## src/rtl/conv_row_sequencer.sv

```systemverilog
// Row sequencer for the type2 streaming-convolution datapath: loads the kernel,
// builds the sliding pixel window and realigns returned results with valid/last.
module conv_row_sequencer #(
    parameter int IMG_WIDTH = 16,
    parameter int KER_WIDTH = 8,
    parameter int IMG_NB    = 3,
    parameter int LEN_WIDTH = 16,
    parameter int LATENCY   = 7
) (
    input  logic                            clk,
    input  logic                            rst,
    input  logic                            cfg_start,
    input  logic [LEN_WIDTH-1:0]            cfg_len,
    input  logic [KER_WIDTH-1:0]            ker_data,
    input  logic                            ker_val,
    output logic                            ker_rdy,
    input  logic [IMG_WIDTH-1:0]            pix_data,
    input  logic                            pix_val,
    output logic                            pix_rdy,
    output logic [KER_WIDTH*IMG_NB-1:0]     dp_ker,
    output logic [IMG_WIDTH*IMG_NB-1:0]     dp_img,
    output logic                            dp_val,
    input  logic [IMG_WIDTH+KER_WIDTH:0]    dp_result,
    output logic [IMG_WIDTH+KER_WIDTH:0]    out_data,
    output logic                            out_val,
    output logic                            out_last,
    output logic                            busy,
    output logic                            done,
    output logic                            err
);

    // state    | meaning
    // IDLE     | waiting for cfg_start, row length latched on start
    // LOAD_KER | accepting IMG_NB coefficients, tap 0 first
    // STREAM   | accepting pixels, shifting window, issuing dp_val
    // FLUSH    | waiting for the valid pipe and out_val to drain, then done
    typedef enum logic [1:0] {
        IDLE     = 2'd0,
        LOAD_KER = 2'd1,
        STREAM   = 2'd2,
        FLUSH    = 2'd3
    } state_t;

    localparam logic [LEN_WIDTH-1:0] NB_LEN  = LEN_WIDTH'(IMG_NB);
    localparam logic [LEN_WIDTH-1:0] ONE_LEN = LEN_WIDTH'(1);

    state_t                                 state_q;
    logic [LEN_WIDTH-1:0]                   len_q;
    logic [LEN_WIDTH-1:0]                   k_cnt_q;
    logic [LEN_WIDTH-1:0]                   p_cnt_q;
    logic [LEN_WIDTH-1:0]                   k_cnt_d;
    logic [LEN_WIDTH-1:0]                   p_cnt_d;
    logic [IMG_NB-1:0][KER_WIDTH-1:0]       ker_q;
    logic [IMG_NB-1:0][IMG_WIDTH-1:0]       win_q;
    logic                                   dp_val_q;
    logic                                   dp_last_q;
    logic                                   err_q;
    logic                                   done_q;

    logic [LATENCY-1:0]                     vpipe_q;
    logic [LATENCY-1:0]                     lpipe_q;
    logic [IMG_WIDTH+KER_WIDTH:0]           out_data_q;
    logic                                   out_val_q;
    logic                                   out_last_q;
    logic                                   pipe_empty;

    assign k_cnt_d    = k_cnt_q + ONE_LEN;
    assign p_cnt_d    = p_cnt_q + ONE_LEN;
    assign pipe_empty = !dp_val_q && (vpipe_q == '0) && !out_val_q;

    always_ff @(posedge clk or negedge rst) begin
        if (!rst) begin
            state_q   <= IDLE;
            len_q     <= '0;
            k_cnt_q   <= '0;
            p_cnt_q   <= '0;
            ker_q     <= '0;
            win_q     <= '0;
            dp_val_q  <= 1'b0;
            dp_last_q <= 1'b0;
            err_q     <= 1'b0;
            done_q    <= 1'b0;
        end else begin
            dp_val_q  <= 1'b0;
            dp_last_q <= 1'b0;
            done_q    <= 1'b0;
            case (state_q)
                IDLE: begin
                    if (cfg_start) begin
                        len_q   <= cfg_len;
                        k_cnt_q <= '0;
                        p_cnt_q <= '0;
                        win_q   <= '0;
                        err_q   <= 1'b0;
                        state_q <= LOAD_KER;
                    end
                end
                LOAD_KER: begin
                    if (ker_val) begin
                        for (int i = 0; i < IMG_NB; i++) begin
                            if (k_cnt_q == LEN_WIDTH'(i)) ker_q[i] <= ker_data;
                        end
                        k_cnt_q <= k_cnt_d;
                        if (k_cnt_d == NB_LEN) begin
                            // a row shorter than the kernel yields no windows at all
                            if (len_q < NB_LEN) begin
                                err_q   <= 1'b1;
                                state_q <= FLUSH;
                            end else begin
                                state_q <= STREAM;
                            end
                        end
                    end
                end
                STREAM: begin
                    if (pix_val) begin
                        for (int i = 0; i < IMG_NB - 1; i++) begin
                            win_q[i] <= win_q[i+1];
                        end
                        win_q[IMG_NB-1] <= pix_data;
                        p_cnt_q         <= p_cnt_d;
                        if (p_cnt_d >= NB_LEN) begin
                            dp_val_q  <= 1'b1;
                            dp_last_q <= (p_cnt_d == len_q);
                        end
                        if (p_cnt_d == len_q) state_q <= FLUSH;
                    end
                end
                FLUSH: begin
                    if (pipe_empty) begin
                        done_q  <= 1'b1;
                        state_q <= IDLE;
                    end
                end
                default: state_q <= IDLE;
            endcase
        end
    end

    // dp_val/last delayed to line up with dp_result, then captured together
    always_ff @(posedge clk or negedge rst) begin
        if (!rst) begin
            vpipe_q    <= '0;
            lpipe_q    <= '0;
            out_data_q <= '0;
            out_val_q  <= 1'b0;
            out_last_q <= 1'b0;
        end else begin
            vpipe_q[0] <= dp_val_q;
            lpipe_q[0] <= dp_last_q;
            for (int i = 1; i < LATENCY; i++) begin
                vpipe_q[i] <= vpipe_q[i-1];
                lpipe_q[i] <= lpipe_q[i-1];
            end
            out_val_q  <= vpipe_q[LATENCY-1];
            out_last_q <= vpipe_q[LATENCY-1] & lpipe_q[LATENCY-1];
            if (vpipe_q[LATENCY-1]) out_data_q <= dp_result;
        end
    end

    assign ker_rdy  = (state_q == LOAD_KER);
    assign pix_rdy  = (state_q == STREAM);
    assign busy     = (state_q != IDLE);
    assign dp_ker   = ker_q;
    assign dp_img   = win_q;
    assign dp_val   = dp_val_q;
    assign out_data = out_data_q;
    assign out_val  = out_val_q;
    assign out_last = out_last_q;
    assign done     = done_q;
    assign err      = err_q;

endmodule

```

## config.mk

```make
export PLATFORM = sky130hd
export DESIGN_NAME = conv_row_sequencer
export DESIGN_NICKNAME = d
export VERILOG_FILES = /design/src/rtl/conv_row_sequencer.sv
export SDC_FILE = /design/constraint.sdc
export NUM_CORES = 1
export LEC_CHECK = 0
export CELL_PAD_IN_SITES_DETAIL_PLACEMENT = 1
export CELL_PAD_IN_SITES_GLOBAL_PLACEMENT = 1
export CORE_MARGIN = 2
export CORE_UTILIZATION = 35
export DETAILED_ROUTE_END_ITERATION = 10
export HOLD_SLACK_MARGIN = 0.03
export PLACE_DENSITY = 0.8
export SYNTH_ARGS = -nofsm -noshare
export SYNTH_HDL_FRONTEND = slang
export SYNTH_SLANG_ARGS = --single-unit
export TNS_END_PERCENT = 30
```

## constraint.sdc

```tcl
create_clock -name clk -period 8.1 [get_ports clk]
set_input_delay 1.215 -clock clk [delete_from_list [all_inputs] [get_ports clk]]
set_output_delay 1.215 -clock clk [all_outputs]
set_load 0.1 [all_outputs]
```

==> impl_metrics.yaml <==
run_status:
  status: "finished clean"
synth:
  synth.top_cells.by_count: "dfrtp_1, mux2_2, o21ai_0, a22o_1, nand2_1"
  synth-adder-area-share_pct: 1.94
  synthesis.area_um2: 7730
  yosysSeqAreaShare_pct: 54.1
  synth_seq_cells: 167
  synth.avg_cell_area_um2: 11.7
  synth_compound_area_share_pct: 14.9
  synthMuxAreaShare_pct: 10.1
  yosys.area.top_type: "dfrtp_1"
  synthCells: 659
  synthesis.nets: 741
  synth_top_family_by_area: "compound AO/OA/AOI/OAI gates"
  synthDominantCellAreaShare_pct: 54.1
  synth_edf_count: 0
  synth-simple-area-share_pct: 11.9
  yosysMostFrequentCell: "dfrtp_1"
  synthArstFlopShare_pct: 100
  synth_cell_types: 64
  synth_area_leaders: "dfrtp_1, mux2_2, a22o_1"
  yosys_warnings: 0
  synth_flop_cell: "dfrtp_1"
  synth_xor_xnor_area_share_pct: 3.45
power_and_ir_drop:
  clock_power_share_pct: 19.6
  p_int_mw: 2.11
  p_per_area_nw_per_um2: 418
  power_leakage_nw: 4.43
  switchingPower_mw: 2.16
  power_mw: 4.27
  ir_worst_vdd_uv: 173
  swShare_pct: 50.6
  comb_power_share_pct: 51.8
  pwr-share-seq_pct: 28.6
cells_and_area:
  finish.net_count: 892
  synthToLayoutAreaGrowth_pct: 32.3
  fillers: 2297
  fin_util_pct: 47.0
  antenna_cells: 0
  drive_above_1_share_pct: 14.7
  design_area_um2: 10200
  stdcell_count: 1103
clock_tree:
  root_buffer: "clkbuf_16"
  cts_resized: 0
  cts_tree: "built"
  cts.htree.levels: 4
  insertion_delay_ns: 0.42
  cts_max_path_buffers: 2
  postCtsHoldBufs: 0
  cts_sinks: 167
  path_clk_slew_ns: 0.06
  cts_buffers: 17
  post_cts_buffers: 0
flow_run:
  max_cap_violations: 0
worst_setup_path:
  r2r_end: "state_q[1]"
  r2r-start: "k_cnt_q[1]"
  cp-start-kind: "flip-flop"
  arrival_ns: 2.57
  required_ns: 6.88
  path_class: "flip-flop to primary output"
  reg2reg_slack_ns: 4.87
  crit_fanout: 10
  end_kind: "primary output"
  critPathSlowestCell: "clkdlybuf4s50_1"
  max_stage_delay_ns: 1.25
  r2r_cells: 8
  path_cells: "inv_1 -> ha_1 -> clkdlybuf4s50_1"
routing:
  vias: 5934
  wl_mm: 21.0
  dr.pass1.iters: 4
  drtAntennaViolNets: 0
  drc: 0
  viasPerCell: 5.38
  drtIter0Drc: 297
  wire_per_inst_um: 19.0
hold_path:
  hold_depth: 0
  worstHoldStart: "lpipe_q[1]"
  min_path_type: "flip-flop to flip-flop"
  whs_endpoint: "lpipe_q[2]"
die:
  num_rows: 54
  die_height_um: 153
  coreArea_um2: 21800
  start_util_pct: 35.5
  io_pins: 175
  die_area_um2: 23300
  die_width_um: 153
timing:
  setup_viol: 0
  worst_slew_margin_rel_pct: 22.3
  worstMarginPinSlew_ns: 1.17
  rsz0062_at_grt: "false"
  period_needed_ns: 3.79
  hold_viol_final: 0
  fmax_mhz: 264
  fin_skew_ns: 0.0155
  hold-worst-slack_ns: 0.349
  timing.final.crit_share_pct: 46.7
  finalMaxSlewViolations: 0
  fin_setup_tns_ns: 0
  worst_slack_ns: 4.31
place:
  dp.cells: 1071
  dp_hpwl_mm: 14.6
  port_buffers: 174
  dpl_cell_area_um2: 9620
  gp_congestion: 0.788
  pre_cts_slack_ns: 4.76
global_route:
  grt-ovfl-total: 0
  grt_antenna_before_repair: 0
  grt_pass1_vias: 6199
  grt_pass1_wl_mm: 34.2
  grt.total_usage_pct: 18.1
  grt_max_degree: 112
==> worst max path at each step <==
stage | from | endpoint | depth (start not counted)
after global placement | state_q[1] | ker_rdy | 3
after detailed placement | state_q[1] | ker_rdy | 3
after floorplan | p_cnt_q[1] | state_q[1] | 10
after CTS | state_q[1] | ker_rdy | 3
final | state_q[1] | ker_rdy | 3
after global routing | state_q[1] | ker_rdy | 3
==> logic make-up after synthesis <==
kind of cell    after synthesis
compound gates              161
xor+xnor                     28
fa+ha+maj                    12
buf+inv                      56
flops                       167
mux                          69
simple gates                166
==> worst max-delay path: cells and delay by family, from the launching register on <==
family,cells,cell delay [ns]
flops,1,0.43
buf+inv,2,1.37
fa+ha+maj,1,0.35
==> power groups by stage <==
stage	logic, mW	clock network [mW]	registers, mW
2_1_floorplan	0.619	0	2.25
3_3_place_gp	2.19	0	1.23
3_5_place_dp	2.22	0	1.24
4_1_cts	2.23	0.858	1.23
5_1_grt	2.31	0.891	1.26
6_report	2.21	0.837	1.22
==> per-layer routing <==
metal / up-vias / track usage, % / part of all wire (%)
met1: 3060 / 23.3 / 44
met3: 17 / 3.07 / 3.0
met5: - / 0 / 0
met4: 0 / 4.32 / 1.1
li1: 2717 / - / -
met2: 140 / 31.7 / 52
==> registers in the layout, summed over array words and instances, names as in the netlist, 2 cells and up <==
| signal | flops |
|---|---|
| vpipe_q | 7 |
| dp_img | 48 |
| state_q | 2 |
| k_cnt_q | 16 |
| out_data | 25 |
| len_q | 16 |
| dp_ker | 24 |
| p_cnt_q | 16 |
| lpipe_q | 7 |
==> cells in the final DEF (no fill, tap or decap), types with 13 or more instances in the layout <==
cell	instances
clkdlybuf4s50_1	173
dfrtp_1	167
mux2_2	67
o21ai_0	51
a22o_1	50
nand2_1	39
nor2_1	30
nand3_1	17
clkbuf_16	17
xnor2_1	16
nor4_1	13
==> cell type report <==
cell class | count | area [um2] | area share [%]
multi-input cells | 436 | 3280 | 32.1
well taps | 280 | 350 | 3.43
flip-flops and latches | 167 | 4180 | 40.9
clock inverters | 14 | 164 | 1.60
clock buffers | 18 | 439 | 4.30
repair buffers | 178 | 1770 | 17.3
inverters | 10 | 37.5 | 0.367
No activity file was read; power rests on OpenSTA's default activity.
